`src/rtl/bus_arbiter.sv`:
```
`default_nettype none
// ============================================================================
// Module   : bus_arbiter
// Summary  : Two-master round-robin arbiter for the maxicore32 system bus.
//            Registered request/grant handshake. Every change of owner passes
//            through one IDLE cycle. Read data is broadcast to both masters.
// Options  : BUS_ARBITER_PREEMPT_EN - when defined, an owner that has held the
//            bus for MAX_TENURE cycles while the other master waits is forced
//            back to IDLE. When undefined, no tenure counter is built.
// Revision : 1.0 - initial release
// ============================================================================
module bus_arbiter #(
    parameter int MAX_TENURE = 16
) (
    input  logic        clock,
    input  logic        reset,
    input  logic        m0_req,
    input  logic        m1_req,
    output logic        m0_grant,
    output logic        m1_grant,
    input  logic [29:0] m0_address,
    input  logic [29:0] m1_address,
    input  logic [31:0] m0_data_out,
    input  logic [31:0] m1_data_out,
    input  logic [3:0]  m0_data_strobes,
    input  logic [3:0]  m1_data_strobes,
    input  logic        m0_read,
    input  logic        m0_write,
    input  logic        m1_read,
    input  logic        m1_write,
    output logic [29:0] address,
    output logic [31:0] data_out,
    output logic [3:0]  data_strobes,
    output logic        read,
    output logic        write,
    input  logic [31:0] data_in,
    output logic [31:0] m0_data_in,
    output logic [31:0] m1_data_in,
    output logic [1:0]  owner
);

    typedef enum logic [1:0] {
        IDLE = 2'b00,
        OWN0 = 2'b01,
        OWN1 = 2'b10
    } state_t;

    state_t      state_q;
    logic        last_owner_q;
    logic        m0_grant_q;
    logic        m1_grant_q;
    logic [1:0]  owner_q;
    logic        preempt0;
    logic        preempt1;

`ifdef BUS_ARBITER_PREEMPT_EN
    localparam int                CNT_W     = $clog2(MAX_TENURE) + 1;
    localparam logic [CNT_W-1:0]  TEN_LAST  = CNT_W'(MAX_TENURE - 1);

    logic [CNT_W-1:0] tenure_q;

    // Forced release: owner has used its full tenure and the other master waits
    assign preempt0 = (tenure_q == TEN_LAST) && m1_req;
    assign preempt1 = (tenure_q == TEN_LAST) && m0_req;
`else
    logic unused_tenure;

    // Without preemption the tenure limit has no effect on the logic
    assign unused_tenure = (MAX_TENURE < 2);
    assign preempt0      = 1'b0;
    assign preempt1      = 1'b0;
`endif

    // Arbitration FSM with registered grant/owner outputs
    always_ff @(posedge clock or negedge reset) begin
        if (!reset) begin
            state_q      <= IDLE;
            last_owner_q <= 1'b1;
            m0_grant_q   <= 1'b0;
            m1_grant_q   <= 1'b0;
            owner_q      <= 2'b00;
`ifdef BUS_ARBITER_PREEMPT_EN
            tenure_q     <= '0;
`endif
        end else begin
            case (state_q)
                IDLE: begin
                    // m0 wins when alone, or on a tie when m1 owned last
                    if (m0_req && (!m1_req || last_owner_q)) begin
                        state_q      <= OWN0;
                        last_owner_q <= 1'b0;
                        m0_grant_q   <= 1'b1;
                        owner_q      <= 2'b01;
                    end else if (m1_req) begin
                        state_q      <= OWN1;
                        last_owner_q <= 1'b1;
                        m1_grant_q   <= 1'b1;
                        owner_q      <= 2'b10;
                    end
`ifdef BUS_ARBITER_PREEMPT_EN
                    tenure_q <= '0;
`endif
                end
                OWN0: begin
                    if (!m0_req || preempt0) begin
                        state_q    <= IDLE;
                        m0_grant_q <= 1'b0;
                        owner_q    <= 2'b00;
                    end
`ifdef BUS_ARBITER_PREEMPT_EN
                    if (tenure_q != TEN_LAST) begin
                        tenure_q <= tenure_q + 1'b1;
                    end
`endif
                end
                OWN1: begin
                    if (!m1_req || preempt1) begin
                        state_q    <= IDLE;
                        m1_grant_q <= 1'b0;
                        owner_q    <= 2'b00;
                    end
`ifdef BUS_ARBITER_PREEMPT_EN
                    if (tenure_q != TEN_LAST) begin
                        tenure_q <= tenure_q + 1'b1;
                    end
`endif
                end
                default: begin
                    state_q    <= IDLE;
                    m0_grant_q <= 1'b0;
                    m1_grant_q <= 1'b0;
                    owner_q    <= 2'b00;
                end
            endcase
        end
    end

    // Shared bus driven by the registered owner only; zero when nobody owns it
    always_comb begin
        address      = '0;
        data_out     = '0;
        data_strobes = '0;
        read         = 1'b0;
        write        = 1'b0;
        case (state_q)
            OWN0: begin
                address      = m0_address;
                data_out     = m0_data_out;
                data_strobes = m0_data_strobes;
                read         = m0_read;
                write        = m0_write;
            end
            OWN1: begin
                address      = m1_address;
                data_out     = m1_data_out;
                data_strobes = m1_data_strobes;
                read         = m1_read;
                write        = m1_write;
            end
            default: begin
            end
        endcase
    end

    assign m0_grant   = m0_grant_q;
    assign m1_grant   = m1_grant_q;
    assign owner      = owner_q;
    assign m0_data_in = data_in;
    assign m1_data_in = data_in;

endmodule
`default_nettype wire

```
`config.mk`:
```
export PLATFORM = sky130hd
export DESIGN_NAME = bus_arbiter
export DESIGN_NICKNAME = d
export VERILOG_FILES = /design/src/rtl/bus_arbiter.sv
export SDC_FILE = /design/constraint.sdc
export NUM_CORES = 1
export LEC_CHECK = 0
export CAP_MARGIN = 20
export CORE_AREA = 2 2 120 122
export CTS_CLUSTER_SIZE = 28
export DETAILED_ROUTE_END_ITERATION = 6
export DIE_AREA = 0 0 122 124
export SETUP_SLACK_MARGIN = 0.15
export SLEW_MARGIN = 20
export SYNTH_ARGS = -nofsm -noshare
export SYNTH_HDL_FRONTEND = slang
export SYNTH_SLANG_ARGS = --single-unit
```
`constraint.sdc`:
```
create_clock -name clock -period 1.97 [get_ports clock]
set_input_delay 0.394 -clock clock [delete_from_list [all_inputs] [get_ports clock]]
set_output_delay 0.394 -clock clock [all_outputs]
set_load 0.01 [all_outputs]
```
==> metrics.md <==
| Metric | Value |
|---|---|
| Synthesis Warnings | 0 |
| Worst-path cell chain | buf_6 -> ha_4 -> buf_4 -> buf_12 -> buf_4 -> a22oi_2 -> nor2b_2 -> buf_2 |
| Worst stage delay on the critical path | 0.39 ns |
| Type of element capturing the critical path | primary output |
| WL/cell | 18.1 µm |
| CTS Root Buffer Type | sky130_fd_sc_hd__clkbuf_16 |
| Result of the run | complete, but fails checks |
| Number of global-route vias before repair | 2767 |
| Final setup TNS | -2.62 ns |
| Post-placement setup slack | -0.329 ns |
| Max cap viols | 0 |
| Final antenna-violating net count | 0 |
| Share of post-route cells with drive strength above 1 | 0.506 |
| Total number of vias | 2621 |
| Buffers on Ports | 211 |
| Area growth syn-to-layout | 146% |
| Total power density per cell area | 1220 nW/µm² |
| Global-route wire length before repair | 14.7 mm |
| Routability congestion estimate from global placement | between 0.8 and 0.9 |
| Peak VDD IR | 0.409 mV |
| Remaining max-slew budget at the tightest pin | 0.706 |
| Overall power consumption | about 5600 µW |
| Worst setup path class | register to primary output |
| Fin crit share | 1.05 |
| H-tree levels | 1 |
| Total setup violations reported at the end of the flow | 53 |
| Max-slew violations | 0 |
| Nets in the synthesized netlist | ~430 |
| GR Overflow Total | 0 |
| Die W | 122 µm |
| CTS tree | done |
| Post-synthesis cell area | 1870 µm² |
| Static leakage | 0.00175 µW |
| Violations in the final reports | negative setup slack |
| Worst hold-check path type | input port to asynchronous set/reset pin |
| Synth unique cells | 22 |
| Setup repair after global routing missed its margin | true |
| Row cnt | 43 |
| Total DRC errors in the routed layout | 0 |
| Max Root-Sink Buffers | 2 |
| WP data arrival | 1.68 ns |
| Standard cell core area | 13700 µm² |
| Global router's overall resource usage | 0.127 |
| Flop and latch count out of synthesis | 5 |
| Critical Path Source Type | register |
| Fmax | 482 MHz |
| Worst Hold Slack | around 0.40 ns |
| Vias/cell | 4.30 |
| Number of cells produced by synthesis | 257 |
| PnR worst setup slack | -0.105 ns |
| Total half-perimeter wirelength after legalization and detailed placement | around 7.0 mm |
| CTS clock-pin slew for the worst setup and hold paths | 0.03 ns |
| Initial Util | 0.136 |
| Utilization of the core after routing | 0.335 |
| Ports | 308 |
| Required time at the endpoint of the critical path | 1.58 ns |
| Initial DRC count | 105 |
| Slowest stage cell on the critical path | sky130_fd_sc_hd__dfrtp_1 |
| Most frequent cells in the layout | sky130_fd_sc_hd__clkdlybuf4s50_1, sky130_fd_sc_hd__a22oi_2, sky130_fd_sc_hd__buf_2, sky130_fd_sc_hd__nor2b_1, sky130_fd_sc_hd__nor2b_2 |
| Detailed Route WL | 11.0 mm |
| Source-to-sink clock delay at the later pin of the worst-skew pair | 0.23 ns |
| Minimum period implied by the final worst setup slack | 2.08 ns |
| Most repeated library cell on the critical path | sky130_fd_sc_hd__buf_4 |
| ANT cells | 0 |
| Initial antenna violation count | 0 |
| Die outline area | 15100 µm² |
| Total of fill cells in the finished design | 1414 |
| Setup Skew | 0.000450 ns |
| Highest fanout seen on the critical path | 12 |
| CTS Sinks | 5 |
| Iteration count of the initial detailed-routing pass | 4 |
| Count of endpoints failing hold in the final timing report | 0 |
| Pin count of the biggest net entering global routing | 26 |
| TritonCTS Buffers | 3 |
| Average cell area after synthesis | approximately 7.3 µm² |
| Vertical die dimension | between 100 and 150 µm |
| Most common library cell in the layout ignoring fill and taps | sky130_fd_sc_hd__clkdlybuf4s50_1 |
| Pin slew with the least headroom to its limit | 0.440 ns |
| Portion of the post-synthesis area used by sequential elements | 0.0676 |
| Total number of nets in the final design | 606 |
==> synthesized netlist by cell type <==
cell | count | share of area
sky130_fd_sc_hd__a21o_1 | 1 | 0.0040
sky130_fd_sc_hd__nand2_1 | 1 | 0.0020
sky130_fd_sc_hd__buf_2 | 12 | 0.032
sky130_fd_sc_hd__nand2b_4 | 1 | 0.0074
sky130_fd_sc_hd__dfrtp_1 | 4 | 0.054
sky130_fd_sc_hd__buf_6 | 1 | 0.0060
sky130_fd_sc_hd__o2bb2ai_1 | 1 | 0.0047
sky130_fd_sc_hd__a22oi_1 | 69 | 0.28
sky130_fd_sc_hd__nand3_1 | 2 | 0.0054
sky130_fd_sc_hd__inv_1 | 5 | 0.010
sky130_fd_sc_hd__a21oi_1 | 4 | 0.011
sky130_fd_sc_hd__dfstp_2 | 1 | 0.014
sky130_fd_sc_hd__a2111oi_4 | 1 | 0.015
sky130_fd_sc_hd__clkbuf_1 | 10 | 0.020
sky130_fd_sc_hd__o2111ai_1 | 1 | 0.0047
sky130_fd_sc_hd__buf_4 | 64 | 0.26
sky130_fd_sc_hd__a22o_1 | 1 | 0.0047
sky130_fd_sc_hd__ha_1 | 4 | 0.027
sky130_fd_sc_hd__a31oi_1 | 2 | 0.0067
sky130_fd_sc_hd__nor2b_1 | 68 | 0.23
sky130_fd_sc_hd__buf_1 | 1 | 0.0020
sky130_fd_sc_hd__o21ai_0 | 3 | 0.0080
==> state kept, by name, indices dropped and copies added, names as in the netlist <==
| signal | cells |
|---|---|
| m1_grant | 1 |
| last_owner_q | 1 |
| m0_grant | 1 |
| owner | 2 |
==> per-stage QoR <==
| step | cells | cell area (µm²) |
|---|---|---|
| CTS | 599 | 4370 |
| finish | 609 | 4600 |
| global placement | 572 | 3830 |
| global route | 609 | 4600 |
| floorplan | 257 | 1920 |
| detailed placement | 572 | 3830 |
==> path summary, 6_finish.rpt <==
| kind | start | to | slack (ns) | depth (start not counted) |
|---|---|---|---|---|
| min | reset | owner[1] | 0.40 | 1 |
| max | owner[0] | address[4] | -0.11 | 8 |
| min in group clock | m0_grant | m0_grant | 0.52 | 2 |
| min reg2reg | m0_grant | m0_grant | 0.52 | 2 |
| max in group asynchronous | reset | last_owner_q | 1.31 | 1 |
| max reg2reg | owner[0] | owner[0] | 0.05 | 10 |
==> cell families (layout without fill, tap and decap cells) <==
logic type | Yosys count | count (layout) | synth area share
buffers and inverters | 93 | 265 | 0.328
AOI/OAI and AO/OA | 83 | 83 | 0.336
and+or+nand+nor | 72 | 72 | 0.242
DFF | 5 | 5 | 0.0677
adders and majority gates | 4 | 4 | 0.0268
==> routing by layer <==
metal | track usage | vias up | share of wire
li1 | - | 1194 | -
met1 | 0.120 | 1211 | 0.33
met2 | 0.269 | 184 | 0.56
met3 | 0.0243 | 32 | 0.088
met4 | 0.0417 | 0 | 0.024
met5 | 0 | - | 0
==> timing repair <==
item / in CTS / in global routing
endpoints found under the hold margin: 0 / 0
buffers inserted: 13 / 6
endpoints found under the setup margin: 68 / 72
gates cloned: 10 / 4
gates resized for setup: 355 / 23
pin swaps: 45 / 18
hold buffers: 0 / 0
==> cell type report <==
cell class	count	area, µm²	share of cell area
Tap cell	180	225	0.0490
Timing Repair Buffer	256	2560	0.558
Clock buffer	4	78.8	0.0171
Multi-Input combinational cell	159	1590	0.345
Inverter	5	18.8	0.00408
Sequential cell	5	126	0.0275
==> critical path, delay by kind of cell, from the launching register on <==
family                   cells  cell delay, ns
buffers and inverters        5            0.70
flip-flops                   1            0.39
adder cells (fa/ha/maj)      1            0.18
AO/OA/AOI/OAI                1            0.12
AND/OR/NAND/NOR              1            0.06
==> power breakdown <==
| group | switching, µW | total [µW] | internal [µW] |
|---|---|---|---|
| clock network | 66.5 | 335 | 268 |
| registers | 39.3 | 198 | 159 |
| logic | 2180 | 5080 | 2900 |
Note: power is estimated with default switching activity, not from simulation.
